`src/rtl/paddle_centroid_tracker_if.sv`:
```
// Pixel-stream and centroid-result bundle for paddle_centroid_tracker.
// The pixel source is the master; the tracker is the slave.
interface paddle_centroid_tracker_if;
  logic        pix_valid;
  logic [1:0]  color_code;
  logic [12:0] row;
  logic [12:0] col;
  logic [12:0] c1_x;
  logic [12:0] c1_y;
  logic [12:0] c2_x;
  logic [12:0] c2_y;
  logic        c1_found;
  logic        c2_found;
  logic        loc_valid;
  logic        busy;
  logic        overrun;

  modport master (
    output pix_valid, color_code, row, col,
    input  c1_x, c1_y, c2_x, c2_y, c1_found, c2_found, loc_valid, busy, overrun
  );

  modport slave (
    input  pix_valid, color_code, row, col,
    output c1_x, c1_y, c2_x, c2_y, c1_found, c2_found, loc_valid, busy, overrun
  );
endinterface

```
`src/rtl/paddle_centroid_tracker.sv`:
```
// Per-frame two-color centroid tracker: accumulates counts and coordinate sums,
// snapshots them at frame end and divides them with one shared restoring divider.
module paddle_centroid_tracker #(
  parameter int FRAME_W    = 640,
  parameter int FRAME_H    = 480,
  parameter int MIN_PIXELS = 16,
  parameter int CNT_W      = 19,
  parameter int SUM_W      = 28
) (
  input  logic                       clk,
  input  logic                       reset,
  paddle_centroid_tracker_if.slave   bus
);
  // state  | meaning
  // IDLE   | waiting for a frame end
  // DIV    | one operand-load cycle, then four divisions of SUM_W steps each
  // DONE   | outputs just updated, loc_valid high for this cycle
  localparam logic [1:0] S_IDLE = 2'd0;
  localparam logic [1:0] S_DIV  = 2'd1;
  localparam logic [1:0] S_DONE = 2'd2;

  localparam logic [12:0] W_LIM    = 13'(FRAME_W);
  localparam logic [12:0] H_LIM    = 13'(FRAME_H);
  localparam logic [12:0] LAST_COL = 13'(FRAME_W - 1);
  localparam logic [12:0] LAST_ROW = 13'(FRAME_H - 1);
  localparam logic [CNT_W-1:0] MIN_CNT = CNT_W'(MIN_PIXELS);
  localparam int STEP_W = $clog2(SUM_W + 1);
  localparam logic [STEP_W-1:0] STEPS = STEP_W'(SUM_W);

  logic             accept, frame_end, is_c1, is_c2;
  logic [CNT_W-1:0] cnt1_q, cnt2_q, cnt1_d, cnt2_d, scnt1_q, scnt2_q;
  logic [SUM_W-1:0] sx1_q, sy1_q, sx2_q, sy2_q, sx1_d, sy1_d, sx2_d, sy2_d;
  logic [SUM_W-1:0] ssx1_q, ssy1_q, ssx2_q, ssy2_q;

  logic [1:0]        state_q, idx_q, nidx;
  logic              ld_q;
  logic [STEP_W-1:0] step_q;
  logic [SUM_W-1:0]  rem_q, quo_q, rem_nx, quo_nx, dvd_sel;
  logic [CNT_W-1:0]  den_q, dvs_sel;
  logic [SUM_W:0]    rem_sh, den_ext;
  logic              ge, found1, found2;
  logic [12:0]       res0_q, res1_q, res2_q;
  logic [12:0]       c1_x_q, c1_y_q, c2_x_q, c2_y_q;
  logic              c1_found_q, c2_found_q, overrun_q;

  always_comb begin
    accept    = bus.pix_valid && (bus.row < H_LIM) && (bus.col < W_LIM);
    frame_end = accept && (bus.row == LAST_ROW) && (bus.col == LAST_COL);
    is_c1     = accept && (bus.color_code == 2'b01);
    is_c2     = accept && (bus.color_code == 2'b10);
    cnt1_d    = is_c1 ? cnt1_q + CNT_W'(1)       : cnt1_q;
    sx1_d     = is_c1 ? sx1_q + SUM_W'(bus.col)  : sx1_q;
    sy1_d     = is_c1 ? sy1_q + SUM_W'(bus.row)  : sy1_q;
    cnt2_d    = is_c2 ? cnt2_q + CNT_W'(1)       : cnt2_q;
    sx2_d     = is_c2 ? sx2_q + SUM_W'(bus.col)  : sx2_q;
    sy2_d     = is_c2 ? sy2_q + SUM_W'(bus.row)  : sy2_q;
  end

  // Operand select for the division that starts next.
  always_comb begin
    nidx = ld_q ? 2'd0 : idx_q + 2'd1;
    case (nidx)
      2'd0:    begin dvd_sel = ssx1_q; dvs_sel = scnt1_q; end
      2'd1:    begin dvd_sel = ssy1_q; dvs_sel = scnt1_q; end
      2'd2:    begin dvd_sel = ssx2_q; dvs_sel = scnt2_q; end
      default: begin dvd_sel = ssy2_q; dvs_sel = scnt2_q; end
    endcase
  end

  // One restoring step; a zero divisor yields all-ones, masked later by found.
  always_comb begin
    rem_sh  = {rem_q, quo_q[SUM_W-1]};
    den_ext = (SUM_W + 1)'(den_q);
    ge      = rem_sh >= den_ext;
    rem_nx  = ge ? SUM_W'(rem_sh - den_ext) : rem_sh[SUM_W-1:0];
    quo_nx  = {quo_q[SUM_W-2:0], ge};
    found1  = (scnt1_q != '0) && (scnt1_q >= MIN_CNT);
    found2  = (scnt2_q != '0) && (scnt2_q >= MIN_CNT);
  end

  always_ff @(posedge clk) begin
    if (reset) begin
      cnt1_q <= '0; sx1_q <= '0; sy1_q <= '0; cnt2_q <= '0; sx2_q <= '0; sy2_q <= '0;
      scnt1_q <= '0; ssx1_q <= '0; ssy1_q <= '0; scnt2_q <= '0; ssx2_q <= '0; ssy2_q <= '0;
      state_q <= S_IDLE; ld_q <= 1'b0; idx_q <= '0; step_q <= '0;
      rem_q <= '0; quo_q <= '0; den_q <= '0;
      res0_q <= '0; res1_q <= '0; res2_q <= '0;
      c1_x_q <= '0; c1_y_q <= '0; c2_x_q <= '0; c2_y_q <= '0;
      c1_found_q <= 1'b0; c2_found_q <= 1'b0; overrun_q <= 1'b0;
    end else begin
      if (frame_end) begin
        cnt1_q <= '0; sx1_q <= '0; sy1_q <= '0; cnt2_q <= '0; sx2_q <= '0; sy2_q <= '0;
        if (state_q == S_IDLE) begin
          scnt1_q <= cnt1_d; ssx1_q <= sx1_d; ssy1_q <= sy1_d;
          scnt2_q <= cnt2_d; ssx2_q <= sx2_d; ssy2_q <= sy2_d;
        end else begin
          overrun_q <= 1'b1;
        end
      end else begin
        cnt1_q <= cnt1_d; sx1_q <= sx1_d; sy1_q <= sy1_d;
        cnt2_q <= cnt2_d; sx2_q <= sx2_d; sy2_q <= sy2_d;
      end

      case (state_q)
        S_IDLE: begin
          if (frame_end) begin
            state_q <= S_DIV;
            ld_q    <= 1'b1;
          end
        end
        S_DIV: begin
          if (ld_q || (step_q == STEP_W'(1) && idx_q != 2'd3)) begin
            if (!ld_q) begin
              case (idx_q)
                2'd0:    res0_q <= 13'(quo_nx);
                2'd1:    res1_q <= 13'(quo_nx);
                default: res2_q <= 13'(quo_nx);
              endcase
            end
            ld_q   <= 1'b0;
            idx_q  <= nidx;
            rem_q  <= '0;
            quo_q  <= dvd_sel;
            den_q  <= dvs_sel;
            step_q <= STEPS;
          end else begin
            rem_q  <= rem_nx;
            quo_q  <= quo_nx;
            step_q <= step_q - STEP_W'(1);
            if (step_q == STEP_W'(1)) begin
              state_q    <= S_DONE;
              c1_x_q     <= found1 ? res0_q : 13'd0;
              c1_y_q     <= found1 ? res1_q : 13'd0;
              c2_x_q     <= found2 ? res2_q : 13'd0;
              c2_y_q     <= found2 ? 13'(quo_nx) : 13'd0;
              c1_found_q <= found1;
              c2_found_q <= found2;
            end
          end
        end
        S_DONE:  state_q <= S_IDLE;
        default: state_q <= S_IDLE;
      endcase
    end
  end

  assign bus.c1_x      = c1_x_q;
  assign bus.c1_y      = c1_y_q;
  assign bus.c2_x      = c2_x_q;
  assign bus.c2_y      = c2_y_q;
  assign bus.c1_found  = c1_found_q;
  assign bus.c2_found  = c2_found_q;
  assign bus.loc_valid = (state_q == S_DONE);
  assign bus.busy      = (state_q != S_IDLE);
  assign bus.overrun   = overrun_q;
endmodule

```
`src/flat_wrapper.sv`:
```
// flat-port wrapper written by rule: the top's interface ports become plain ports
module paddle_centroid_tracker_flat 
#(
  parameter int FRAME_W    = 640,
  parameter int FRAME_H    = 480,
  parameter int MIN_PIXELS = 16,
  parameter int CNT_W      = 19,
  parameter int SUM_W      = 28
)
  (clk, reset, bus_pix_valid, bus_color_code, bus_row, bus_col, bus_c1_x, bus_c1_y, bus_c2_x, bus_c2_y, bus_c1_found, bus_c2_found, bus_loc_valid, bus_busy, bus_overrun);
  paddle_centroid_tracker_if bus_i ();
  input  logic clk;
  input  logic reset;
  input wire logic [$bits(bus_i.pix_valid)-1:0] bus_pix_valid;
  input wire logic [$bits(bus_i.color_code)-1:0] bus_color_code;
  input wire logic [$bits(bus_i.row)-1:0] bus_row;
  input wire logic [$bits(bus_i.col)-1:0] bus_col;
  output wire logic [$bits(bus_i.c1_x)-1:0] bus_c1_x;
  output wire logic [$bits(bus_i.c1_y)-1:0] bus_c1_y;
  output wire logic [$bits(bus_i.c2_x)-1:0] bus_c2_x;
  output wire logic [$bits(bus_i.c2_y)-1:0] bus_c2_y;
  output wire logic [$bits(bus_i.c1_found)-1:0] bus_c1_found;
  output wire logic [$bits(bus_i.c2_found)-1:0] bus_c2_found;
  output wire logic [$bits(bus_i.loc_valid)-1:0] bus_loc_valid;
  output wire logic [$bits(bus_i.busy)-1:0] bus_busy;
  output wire logic [$bits(bus_i.overrun)-1:0] bus_overrun;
  assign bus_i.pix_valid = bus_pix_valid;
  assign bus_i.color_code = bus_color_code;
  assign bus_i.row = bus_row;
  assign bus_i.col = bus_col;
  assign bus_c1_x = bus_i.c1_x;
  assign bus_c1_y = bus_i.c1_y;
  assign bus_c2_x = bus_i.c2_x;
  assign bus_c2_y = bus_i.c2_y;
  assign bus_c1_found = bus_i.c1_found;
  assign bus_c2_found = bus_i.c2_found;
  assign bus_loc_valid = bus_i.loc_valid;
  assign bus_busy = bus_i.busy;
  assign bus_overrun = bus_i.overrun;
  paddle_centroid_tracker #(.FRAME_W(FRAME_W), .FRAME_H(FRAME_H), .MIN_PIXELS(MIN_PIXELS), .CNT_W(CNT_W), .SUM_W(SUM_W)) u_core (.clk(clk), .reset(reset), .bus(bus_i));
endmodule
```
`config.mk`:
```
export PLATFORM = sky130hd
export DESIGN_NAME = paddle_centroid_tracker_flat
export DESIGN_NICKNAME = d
export VERILOG_FILES = /design/src/rtl/paddle_centroid_tracker_if.sv /design/src/rtl/paddle_centroid_tracker.sv /design/src/flat_wrapper.sv
export SDC_FILE = /design/constraint.sdc
export NUM_CORES = 1
export LEC_CHECK = 0
export ABC_AREA = 1
export CORE_MARGIN = 3
export CORE_UTILIZATION = 25
export CTS_CLUSTER_SIZE = 16
export DETAILED_ROUTE_END_ITERATION = 7
export SLEW_MARGIN = 20
export SYNTH_ARGS = -nofsm -noshare
export SYNTH_HDL_FRONTEND = slang
export SYNTH_SLANG_ARGS = --single-unit
```
`constraint.sdc`:
```
create_clock -name clk -period 2.35 [get_ports clk]
set_input_delay 0.47 -clock clk [delete_from_list [all_inputs] [get_ports clk]]
set_output_delay 0.47 -clock clk [all_outputs]
set_load 0.1 [all_outputs]
```
==> out/results.ini <==
[outcome]
outcome = finished, final reports clean

[cells_and_area]
drive_gt1_share_pct = 13.94
utilization_pct = 31.94
fin_nets = 4259
stdcell_count = 5545
layout_commonest_cell = nand2_1
final_area_sq_mm = 0.03217
antenna_cells = 0
area_growth_pct = 25.88
layout_common_cells = nand2_1 (1007), inv_1 (526), dfxtp_1 (476), a21oi_1 (358), buf_4 (352)

[clocking]
path_clk_slew_ns = 0.06
numCtsBuffers = 53
htreeDepth = 2
cts_buffer_depth = 3
cts_sinks = 479
clockRootBuffer = clkbuf_16
clock_latency_ns = 0.63
cts_tree = yes

[sta]
period_share_pct = 97.73
setup_viol = 0
fmax_mhz = 435.4
finalHoldViolations = 0
worst_pin_slew_ns = 0.6415
timing.final.max_slew_violations = 0
max_slew_margin_pct = 57.23
finalSetupTns_ns = 0
skew_ns = 0.02276
fin_crit_ns = 2.297

[placement]
dpl.hpwl_microns = 63850
gp_congestion = 0.9347
dp_cells = 5442
dpl_cell_area_sq_mm = 0.03004
port_buffers = 87

[worst_setup_path]
critPathCaptureType = flop
required_ns = 2.90
worst-r2r-setup-slack_ns = 0.11
cp.arrival_ns = 2.85
critPathLaunch = bus_row[9]
start_kind = primary input
reg2reg_depth = 12
r2r-end = u_core.quo_q[10]
crit-reg2reg-launch = u_core.idx_q[0]
crit_fanout = 11
crit_type = primary input to flop
crit_path_end = u_core.ssx2_q[4]

[logic_synthesis]
avgSynthCellArea_sq_um = 6.662
synth_top_cell_area_share_pct = 37.52
syn_area_sq_mm = 0.02556
ys_warn_count = 0
synth_area_leader_cell = dfxtp_1
ys_ff_latch = 479
seq_area_frac_synth_pct = 37.52
netlist_top_cells_area = dfxtp_1 (38%), nand2_1 (15%), inv_1 (7.7%)
synth_cell_type_count = 48
syn_nets = 3950
synth_cells = 3836
async_flop_share_pct = 0
ys.flop_type = dfxtp_1
synth-edff-count = 0

[power_and_ir_drop]
leakage_uw = 0.01402
p_per_area_mw_per_mm2 = 553.7
max-vdd-ir-drop_uv = 521.9
power.net_switching_uw = 4080
p_sw_share_pct = 22.91
p_seq_share_pct = 45.6
p_comb_share_pct = 3.4
internal_power_uw = 13730
p_clk_share_pct = 51.0

[route]
finalWirelength_microns = 86010
route.detailed.drc = 0
first_iter_violations = 1815
ant_nets = 0
vias_per_cell = 4.598
vias = 25500
wl_per_cell_microns = 15.51
dr.pass1.iters = 5

[die]
core_area_sq_mm = 0.1007
floorplan.initialDensity_pct = 25.37
ioPinCount = 88
fp.dieW_microns = 325.7
fp.dieH_microns = 325.7
die_area_sq_mm = 0.1061
placementRows = 116

[global_route]
antenna_found_initial = 0
grt.total_usage_pct = 15.77
grt_pass1_wl_microns = 134800
grt_max_degree = 123
grt_pass1_vias = 24060
grt_overflow_total = 0

[min_path]
hold_path_class = primary input to flop

[job]
cap_viol_max_count = 0

==> power groups by stage <==
stage	Combinational (uW)	Sequential [uW]	Clock, uW
global route	664	8110	9600
detailed placement	608	8300	0
floorplan	264	8300	0
CTS	610	8120	9300
finish	613	8120	9080
global placement	605	8300	0
==> sequential cells by signal, summed over array words and instances, names as in the netlist, 28 cells and up <==
name,count
u_core.sy1_q,28
u_core.rem_q,28
u_core.ssx1_q,28
u_core.ssy1_q,28
u_core.sx1_q,28
u_core.sy2_q,28
u_core.ssx2_q,28
u_core.quo_q,28
u_core.ssy2_q,28
u_core.sx2_q,28
==> worst max-delay path, stage by stage <==
cell	delay, ns
clkdlybuf4s50_1	0.54
nor2_1	0.14
nand3_1	0.13
nor2_2	0.15
nand2_2	0.09
inv_4	0.18
nand2_2	0.21
inv_2	0.16
buf_4	0.23
nand2_1	0.07
o21ai_1	0.24
nor2_1	0.12
nor2_1	0.11
==> stage by stage <==
step	worst slack (ns)	hold slack [ns]	total power, uW
after floorplan	0.09065	0.4237	8564
after global placement	-0.6473	0.4338	8905
after detailed placement	-0.6148	0.4375	8908
after CTS	0.001628	0.1165	18020
after global routing	-0.02747	0.1575	18380
final	0.05332	0.1611	17810
==> routing by layer <==
| metal | vias up | global-route usage [%] | part of all wire, % | wire length, microns |
|---|---|---|---|---|
| met1 | 11750 | 21.30 | 46 | 39550 |
| met4 | 0 | 3.839 | 2.3 | 1985 |
| met3 | 118 | 1.838 | 5.3 | 4585 |
| met5 | - | 0 | 0 | 0 |
| met2 | 640 | 26.74 | 46 | 39880 |
| li1 | 12990 | - | - | - |
==> repair_timing <==
item	CTS	global route
gates resized for setup	2	70
hold endpoints to repair	0	0
endpoints found under the setup margin	4	134
pin swaps	0	6
buffers inserted	0	5
hold buffers	0	0
==> area by class of cell <==
type	instances	area [sq um]
clock buffer	70	1490
clock inverter	28	392.9
fill	11030	68560
inverter	540	2037
multi-input combinational	2652	13300
sequential	479	9593
tap	1357	1698
timing repair buffer	419	3656
==> cell families after synthesis <==
logic type | Yosys count | synth area share, %
AO/OA/AOI/OAI | 674 | 14.30
XOR/XNOR | 68 | 2.330
adder cells (fa/ha/maj) | 83 | 4.211
buffers and inverters | 705 | 11.13
flip-flops | 479 | 37.52
multiplexers | 8 | 0.3134
AND/OR/NAND/NOR | 1819 | 30.19
==> worst min-delay path by stage <==
stage                            from           endpoint  cells after the start
global route                    reset   u_core.quo_q[18]                      2
floorplan           u_core.res0_q[12]  u_core.res0_q[12]                      2
CTS                             reset   u_core.quo_q[17]                      2
detailed placement  u_core.res0_q[12]  u_core.res0_q[12]                      2
global placement     u_core.res0_q[9]   u_core.res0_q[9]                      2
finish                          reset   u_core.quo_q[17]                      2
==> cell usage after synthesis, drive strengths merged (2+ instances only) <==
cell and n:
a21oi 365, nand3 238, o21bai 3, or2 10
a22oi 27, dfxtp 479, nand4 68, nor3 48
fa 5, a21boi 2, xnor2 19, nand3b 41
o21a 4, ha 78, xor2 49, a21o 2
o221ai 21, nand2 1032, and3 3, o21ai 169
nor2 356, mux2i 8, nor4 17, clkbuf 64
a31oi 53, o22ai 27, and2 5, inv 539
buf 101
Note: power is estimated with default switching activity, not from simulation.
